### src/rtl/multicycle_control_if.sv
// Control bundle between the multi-cycle controller and the shared-memory datapath.
// The controller drives through the master modport; the datapath/memory side uses slave.
interface multicycle_control_if #(
    parameter int OP_WIDTH = 6,
    parameter int STATE_W  = 4
);
    // Memory handshake: MemRead/MemWrite is the request (valid), mem_ready the
    // completion (ready). An access completes in the cycle where both are high;
    // the request is held, and the address source stays fixed, until then.
    logic [OP_WIDTH-1:0] op;
    logic                mem_ready;

    logic                PCWrite;
    logic                PCWriteCond;
    logic                IorD;
    logic                MemRead;
    logic                MemWrite;
    logic                IRWrite;
    logic                MemtoReg;
    logic                RegDst;
    logic                RegWrite;
    logic                ALUSrcA;
    logic [1:0]          ALUSrcB;
    logic [1:0]          ALUctr;
    logic [1:0]          PCSource;

    logic [STATE_W-1:0]  state;
    logic                illegal;
    logic                mem_err;
    logic                instr_done;

    modport master (
        input  op, mem_ready,
        output PCWrite, PCWriteCond, IorD, MemRead, MemWrite, IRWrite,
               MemtoReg, RegDst, RegWrite, ALUSrcA, ALUSrcB, ALUctr, PCSource,
               state, illegal, mem_err, instr_done
    );

    modport slave (
        output op, mem_ready,
        input  PCWrite, PCWriteCond, IorD, MemRead, MemWrite, IRWrite,
               MemtoReg, RegDst, RegWrite, ALUSrcA, ALUSrcB, ALUctr, PCSource,
               state, illegal, mem_err, instr_done
    );
endinterface

### src/rtl/multicycle_control.sv
// Multi-cycle instruction sequencer: one state per datapath step, Moore strobes
// except FETCH's IRWrite/PCWrite, with memory wait timeout and illegal-op detection.
module multicycle_control #(
    parameter int OP_WIDTH = 6,
    parameter int STATE_W  = 4,
    parameter int TIMEOUT  = 15
) (
    input  logic                 clk,
    input  logic                 rst,
    multicycle_control_if.master bus
);

    typedef enum logic [3:0] {
        IDLE   = 4'd0,
        FETCH  = 4'd1,
        DECODE = 4'd2,
        MEMADR = 4'd3,
        MEMRD  = 4'd4,
        MEMWB  = 4'd5,
        MEMWR  = 4'd6,
        EXEC   = 4'd7,
        RWB    = 4'd8,
        BRANCH = 4'd9,
        IEXEC  = 4'd10,
        IWB    = 4'd11,
        JUMP   = 4'd12
    } state_t;

    localparam logic [OP_WIDTH-1:0] OP_R    = OP_WIDTH'(6'b000000);
    localparam logic [OP_WIDTH-1:0] OP_LW   = OP_WIDTH'(6'b100011);
    localparam logic [OP_WIDTH-1:0] OP_SW   = OP_WIDTH'(6'b101011);
    localparam logic [OP_WIDTH-1:0] OP_BEQ  = OP_WIDTH'(6'b000100);
    localparam logic [OP_WIDTH-1:0] OP_LUI  = OP_WIDTH'(6'b001111);
    localparam logic [OP_WIDTH-1:0] OP_ADDI = OP_WIDTH'(6'b001000);
    localparam logic [OP_WIDTH-1:0] OP_J    = OP_WIDTH'(6'b000010);

    localparam int CNT_W = (TIMEOUT > 2) ? $clog2(TIMEOUT) : 1;
    localparam logic [CNT_W-1:0] CNT_LAST = (TIMEOUT > 0) ? CNT_W'(TIMEOUT - 1) : '0;

    state_t           stateReg;
    state_t           stateNext;
    logic [CNT_W-1:0] waitCnt;
    logic             illegalQ;
    logic             memErrQ;
    logic             doneQ;

    logic             waitState;
    logic             timeoutHit;
    logic             opIllegal;
    logic             retire;

    always_comb begin
        opIllegal = 1'b1;
        case (bus.op)
            OP_R, OP_LW, OP_SW, OP_BEQ, OP_LUI, OP_ADDI, OP_J: opIllegal = 1'b0;
            default:                                           opIllegal = 1'b1;
        endcase
    end

    // Only the three memory-facing states can stall; ready in the last allowed cycle wins.
    always_comb begin
        waitState  = (stateReg == FETCH) || (stateReg == MEMRD) || (stateReg == MEMWR);
        timeoutHit = (TIMEOUT > 0) && waitState && !bus.mem_ready && (waitCnt == CNT_LAST);
    end

    always_comb begin
        stateNext       = stateReg;
        retire          = 1'b0;
        bus.PCWrite     = 1'b0;
        bus.PCWriteCond = 1'b0;
        bus.IorD        = 1'b0;
        bus.MemRead     = 1'b0;
        bus.MemWrite    = 1'b0;
        bus.IRWrite     = 1'b0;
        bus.MemtoReg    = 1'b0;
        bus.RegDst      = 1'b0;
        bus.RegWrite    = 1'b0;
        bus.ALUSrcA     = 1'b0;
        bus.ALUSrcB     = 2'b00;
        bus.ALUctr      = 2'b00;
        bus.PCSource    = 2'b00;

        case (stateReg)
            IDLE: stateNext = FETCH;

            FETCH: begin
                bus.MemRead = 1'b1;
                bus.ALUSrcB = 2'b01;
                bus.IRWrite = bus.mem_ready;
                bus.PCWrite = bus.mem_ready;
                if (bus.mem_ready) stateNext = DECODE;
            end

            DECODE: begin
                bus.ALUSrcB = 2'b11;
                case (bus.op)
                    OP_LW, OP_SW:    stateNext = MEMADR;
                    OP_R:            stateNext = EXEC;
                    OP_BEQ:          stateNext = BRANCH;
                    OP_ADDI, OP_LUI: stateNext = IEXEC;
                    OP_J:            stateNext = JUMP;
                    default:         stateNext = FETCH;
                endcase
            end

            MEMADR: begin
                bus.ALUSrcA = 1'b1;
                bus.ALUSrcB = 2'b10;
                stateNext   = (bus.op == OP_LW) ? MEMRD : MEMWR;
            end

            MEMRD: begin
                bus.MemRead = 1'b1;
                bus.IorD    = 1'b1;
                if (bus.mem_ready)  stateNext = MEMWB;
                else if (timeoutHit) stateNext = FETCH;
            end

            MEMWB: begin
                bus.RegWrite = 1'b1;
                bus.MemtoReg = 1'b1;
                stateNext    = FETCH;
                retire       = 1'b1;
            end

            MEMWR: begin
                bus.MemWrite = 1'b1;
                bus.IorD     = 1'b1;
                if (bus.mem_ready) begin
                    stateNext = FETCH;
                    retire    = 1'b1;
                end else if (timeoutHit) begin
                    stateNext = FETCH;
                end
            end

            EXEC: begin
                bus.ALUSrcA = 1'b1;
                bus.ALUctr  = 2'b10;
                stateNext   = RWB;
            end

            RWB: begin
                bus.RegWrite = 1'b1;
                bus.RegDst   = 1'b1;
                stateNext    = FETCH;
                retire       = 1'b1;
            end

            BRANCH: begin
                bus.ALUSrcA     = 1'b1;
                bus.ALUctr      = 2'b01;
                bus.PCWriteCond = 1'b1;
                bus.PCSource    = 2'b01;
                stateNext       = FETCH;
                retire          = 1'b1;
            end

            IEXEC: begin
                bus.ALUSrcA = 1'b1;
                bus.ALUSrcB = 2'b10;
                bus.ALUctr  = (bus.op == OP_LUI) ? 2'b11 : 2'b00;
                stateNext   = IWB;
            end

            IWB: begin
                bus.RegWrite = 1'b1;
                stateNext    = FETCH;
                retire       = 1'b1;
            end

            JUMP: begin
                bus.PCWrite  = 1'b1;
                bus.PCSource = 2'b10;
                stateNext    = FETCH;
                retire       = 1'b1;
            end

            default: stateNext = FETCH;
        endcase
    end

    always_ff @(posedge clk) begin
        if (rst) begin
            stateReg <= IDLE;
            waitCnt  <= '0;
            illegalQ <= 1'b0;
            memErrQ  <= 1'b0;
            doneQ    <= 1'b0;
        end else begin
            stateReg <= stateNext;
            illegalQ <= (stateReg == DECODE) && opIllegal;
            memErrQ  <= timeoutHit;
            doneQ    <= retire;
            // A FETCH timeout keeps the state but must restart the count for the retry.
            if ((TIMEOUT == 0) || !waitState || bus.mem_ready || timeoutHit ||
                (stateNext != stateReg))
                waitCnt <= '0;
            else
                waitCnt <= waitCnt + 1'b1;
        end
    end

    assign bus.state      = STATE_W'(stateReg);
    assign bus.illegal    = illegalQ;
    assign bus.mem_err    = memErrQ;
    assign bus.instr_done = doneQ;

    a_mem_excl : assert property (@(posedge clk) disable iff (rst)
        !(bus.MemRead && bus.MemWrite));
    a_pulse_excl : assert property (@(posedge clk) disable iff (rst)
        $onehot0({illegalQ, memErrQ, doneQ}));

endmodule

### src/flat_wrapper.sv
// flat-port wrapper written by rule: the top's interface ports become plain ports
module multicycle_control_flat 
#(
    parameter int OP_WIDTH = 6,
    parameter int STATE_W  = 4,
    parameter int TIMEOUT  = 15
)
  (clk, rst, bus_op, bus_mem_ready, bus_PCWrite, bus_PCWriteCond, bus_IorD, bus_MemRead, bus_MemWrite, bus_IRWrite, bus_MemtoReg, bus_RegDst, bus_RegWrite, bus_ALUSrcA, bus_ALUSrcB, bus_ALUctr, bus_PCSource, bus_state, bus_illegal, bus_mem_err, bus_instr_done);
  multicycle_control_if #(.OP_WIDTH(OP_WIDTH), .STATE_W(STATE_W)) bus_i ();
  input  logic clk;
  input  logic rst;
  input wire logic [$bits(bus_i.op)-1:0] bus_op;
  input wire logic [$bits(bus_i.mem_ready)-1:0] bus_mem_ready;
  output wire logic [$bits(bus_i.PCWrite)-1:0] bus_PCWrite;
  output wire logic [$bits(bus_i.PCWriteCond)-1:0] bus_PCWriteCond;
  output wire logic [$bits(bus_i.IorD)-1:0] bus_IorD;
  output wire logic [$bits(bus_i.MemRead)-1:0] bus_MemRead;
  output wire logic [$bits(bus_i.MemWrite)-1:0] bus_MemWrite;
  output wire logic [$bits(bus_i.IRWrite)-1:0] bus_IRWrite;
  output wire logic [$bits(bus_i.MemtoReg)-1:0] bus_MemtoReg;
  output wire logic [$bits(bus_i.RegDst)-1:0] bus_RegDst;
  output wire logic [$bits(bus_i.RegWrite)-1:0] bus_RegWrite;
  output wire logic [$bits(bus_i.ALUSrcA)-1:0] bus_ALUSrcA;
  output wire logic [$bits(bus_i.ALUSrcB)-1:0] bus_ALUSrcB;
  output wire logic [$bits(bus_i.ALUctr)-1:0] bus_ALUctr;
  output wire logic [$bits(bus_i.PCSource)-1:0] bus_PCSource;
  output wire logic [$bits(bus_i.state)-1:0] bus_state;
  output wire logic [$bits(bus_i.illegal)-1:0] bus_illegal;
  output wire logic [$bits(bus_i.mem_err)-1:0] bus_mem_err;
  output wire logic [$bits(bus_i.instr_done)-1:0] bus_instr_done;
  assign bus_i.op = bus_op;
  assign bus_i.mem_ready = bus_mem_ready;
  assign bus_PCWrite = bus_i.PCWrite;
  assign bus_PCWriteCond = bus_i.PCWriteCond;
  assign bus_IorD = bus_i.IorD;
  assign bus_MemRead = bus_i.MemRead;
  assign bus_MemWrite = bus_i.MemWrite;
  assign bus_IRWrite = bus_i.IRWrite;
  assign bus_MemtoReg = bus_i.MemtoReg;
  assign bus_RegDst = bus_i.RegDst;
  assign bus_RegWrite = bus_i.RegWrite;
  assign bus_ALUSrcA = bus_i.ALUSrcA;
  assign bus_ALUSrcB = bus_i.ALUSrcB;
  assign bus_ALUctr = bus_i.ALUctr;
  assign bus_PCSource = bus_i.PCSource;
  assign bus_state = bus_i.state;
  assign bus_illegal = bus_i.illegal;
  assign bus_mem_err = bus_i.mem_err;
  assign bus_instr_done = bus_i.instr_done;
  multicycle_control #(.OP_WIDTH(OP_WIDTH), .STATE_W(STATE_W), .TIMEOUT(TIMEOUT)) u_core (.clk(clk), .rst(rst), .bus(bus_i));
endmodule
### config.mk
export PLATFORM = sky130hd
export DESIGN_NAME = multicycle_control_flat
export DESIGN_NICKNAME = d
export VERILOG_FILES = /design/src/rtl/multicycle_control_if.sv /design/src/rtl/multicycle_control.sv /design/src/flat_wrapper.sv
export SDC_FILE = /design/constraint.sdc
export NUM_CORES = 1
export LEC_CHECK = 0
export ABC_CLOCK_PERIOD_IN_PS = 3620
export CAP_MARGIN = 20
export CORE_MARGIN = 5
export CORE_UTILIZATION = 45
export CTS_CLUSTER_DIAMETER = 150
export DETAILED_ROUTE_END_ITERATION = 8
export GPL_TIMING_DRIVEN = 0
export PLACE_DENSITY = 0.81
export RECOVER_POWER = 25
export SLEW_MARGIN = 20
export SYNTH_ARGS = -nofsm -noshare
export SYNTH_HDL_FRONTEND = slang
export SYNTH_SLANG_ARGS = --single-unit
### constraint.sdc
create_clock -name clk -period 3.62 [get_ports clk]
set_clock_uncertainty 0.1 [all_clocks]
set_input_delay 0.543 -clock clk [delete_from_list [all_inputs] [get_ports clk]]
set_output_delay 0.543 -clock clk [all_outputs]
set_load 0.005 [all_outputs]
==> results_dict.tcl <==
set metrics [dict create \
    hold_buffers 0 \
    worst_skew_pair.late_latency_ns 0.27 \
    fin_crit_ns 2.829 \
    synth_top_family_by_area "simple AND/OR/NAND/NOR gates" \
    gp_congestion 0.8985 \
    nNetsFinal 165 \
    finalSetupViolCount 0 \
    synth_cells 121 \
    utilization_pct 63.88 \
    drt-initial-drc-count 34 \
    wirelength_um 2288 \
    cts_resized 0 \
    cts_htree_levels 1 \
    layout-drive-gt1-share_pct 8.497 \
    net-switching-power_mw 0.09233 \
    fillCellCount 184 \
    drc 0 \
    status "finished clean" \
    synth-compound-area-share_pct 20.86 \
    fin_tns_setup_ns 0 \
    grt_setup_unrepaired "false" \
    grtUsageTotal_pct 17.83 \
    hold_ws_ns 0.3665 \
    synth_nets 132 \
    synth-edff-count 0 \
    syn-cell-area_sq_um 875.8 \
    p_sw_share_pct 30.21 \
    vdd_ir_drop_max_uv 254.5 \
    vias 975 \
    cp_data_required_time_ns 2.98 \
    grt_pass1_wl_um 3884 \
    cts_made_buffers 3 \
    cts_root_buf "clkbuf_4" \
    synthXorXnorAreaFrac_pct 4.000 \
    slew_headroom_pct 73.15 \
    path_clk_slew_ns 0.06 \
    die_w_um 54.12 \
    place_ws_ns 0.8068 \
    p_leak_nw 0.4317 \
    first_global_vias 879 \
    synth_fa_ha_area_share_pct 2.857 \
    wire_per_inst_um 12.71 \
    cts_sinks 11 \
    core_area_sq_um 1902 \
    area_growth_pct 38.71 \
    synth_commonest_cells "17 x nor2_1, 11 x dfxtp_1, 8 x nor3_1" \
    p_clk_share_pct 27.6 \
    portBuffers 28 \
    muxShareOfSynthArea_pct 0 \
    setup_slack_ns 0.7911 \
    avgViaCountPerCell 5.417 \
    initial_core_util_pct 46.05 \
    crit_path_start_kind "input port" \
    clock.fmax_mhz 353.5 \
    max_cap_violations 0 \
    die_h_um 54.12 \
    cp-end-kind "primary output" \
    syn_area_per_cell_sq_um 7.238 \
    synth-simple-area-share_pct 37.43 \
    ys_types 39 \
    hold_viol 0 \
    ioPinCount 32 \
    p_int_mw 0.2133 \
    antenna_found_initial 0 \
    ys_seq_elements 11 \
    num_antenna_cells 0 \
    synth-async-reset-ratio_pct 0 \
    die_area_sq_um 2928 \
    final_antenna_net_count 0 \
    power_frac_seq_pct 41.8 \
    crit_path_max_fanout 7 \
    dpl.hpwl_um 1785 \
    crit_type "input port to primary output" \
    num_rows 16 \
    grt-ovfl-total 0 \
    timing.final.crit_share_pct 78.15 \
    synth_most_common_cell "nor2_1" \
    synthTopCellsByArea "dfxtp_1 25%, nor2_1 7.3%, nand2b_1 5.0%" \
    cts_buffer_depth 2 \
    firstDrtPassIters 4 \
    tightestPinTransition_ns 0.3971 \
    postCtsSetupBuffers 0 \
    yosys.area.top_type_share_pct 25.14 \
    grt_max_degree 11 \
    yosysTopAreaCell "dfxtp_1" \
    ys_seq_area_share_pct 25.14 \
    cts_tree "done" \
    yosys_warnings 0 \
    powerDensity_nw_per_um2 251.5 \
    cp.arrival_ns 2.19 \
    power_frac_comb_pct 30.6 \
    slew_viol_final 0 \
    hp-class "flop to flop" \
    ys_dominant_reg_cell "dfxtp_1" \
]
metal layers:
layer | global-route usage (%) | routed length [um] | vias up
met5 | 0 | 0 | -
met3 | 5.263 | 162 | 6
met1 | 21.36 | 1009 | 442
met4 | 7.054 | 46 | 0
li1 | - | - | 492
met2 | 29.64 | 1070 | 35
cell type report:
type,instances,area [sq um],share of cell area (%)
buffer,11,65.06,5.355
inverter,5,18.77,1.545
tap,27,33.78,2.781
multi-input combinational,94,570.5,46.96
clock buffer,4,26.28,2.163
timing repair buffer,28,280.3,23.07
sequential,11,220.2,18.13
final timing paths:
path | start | end | slack (ns) | cells past startpoint
setup / recovery | bus_op[0] | bus_ALUctr[1] | 0.79 | 5
hold / removal | u_core.waitCnt[0] | u_core.waitCnt[0] | 0.37 | 1
setup reg to reg | u_core.bus.state[3] | u_core.bus.state[1] | 2.04 | 5
hold reg to reg | u_core.waitCnt[0] | u_core.waitCnt[0] | 0.37 | 1
cells in the final DEF, fill, tap and decap left out, types with 3 or more instances in the layout:
cell / instances
dfxtp_1: 11
inv_1: 5
clkbuf_1: 5
buf_2: 4
dlygate4sd3_1: 3
a21oi_1: 7
nor4b_1: 3
o21ai_0: 3
clkbuf_4: 3
nand2b_1: 7
clkdlybuf4s50_1: 25
nor3_1: 8
nor2_1: 17
nand2_1: 4
xnor2_1: 3
nand3_1: 7
o211ai_1: 4
metrics by stage:
| step | power, mW | instance area, sq um | cells |
|---|---|---|---|
| after CTS | 0.3086 | 1216 | 180 |
| after global placement | 0.2226 | 1190 | 176 |
| final | 0.3056 | 1215 | 180 |
| after floorplan | 0.1846 | 875.8 | 121 |
| after detailed placement | 0.2236 | 1190 | 176 |
| after global routing | 0.3249 | 1215 | 180 |
power by group through the flow:
stage	clock network (mW)	logic [mW]	registers (mW)
detailed placement	0	0.0931	0.131
floorplan	0	0.0542	0.130
CTS	0.0869	0.0938	0.128
global placement	0	0.0921	0.130
finish	0.0843	0.0936	0.128
global route	0.0928	0.104	0.129
worst max-delay path: stages:
cell and delay [ns]:
clkdlybuf4s50_1 0.60, and4_4 0.28, nand3_1 0.08, a21oi_1 0.17, clkdlybuf4s50_1 0.52
flip-flops by register name, summed over array words and instances, names as in the netlist:
| name | count |
|---|---|
| u_core.bus.state | 4 |
| u_core.bus.mem_err | 1 |
| u_core.bus.instr_done | 1 |
| u_core.waitCnt | 4 |
| u_core.bus.illegal | 1 |
kinds of logic after synthesis:
group | count (synthesis)
buf+inv | 16
fa+ha+maj | 2
compound gates | 28
simple gates | 60
xor+xnor | 4
flops | 11
(Power assumes the default switching activity.)
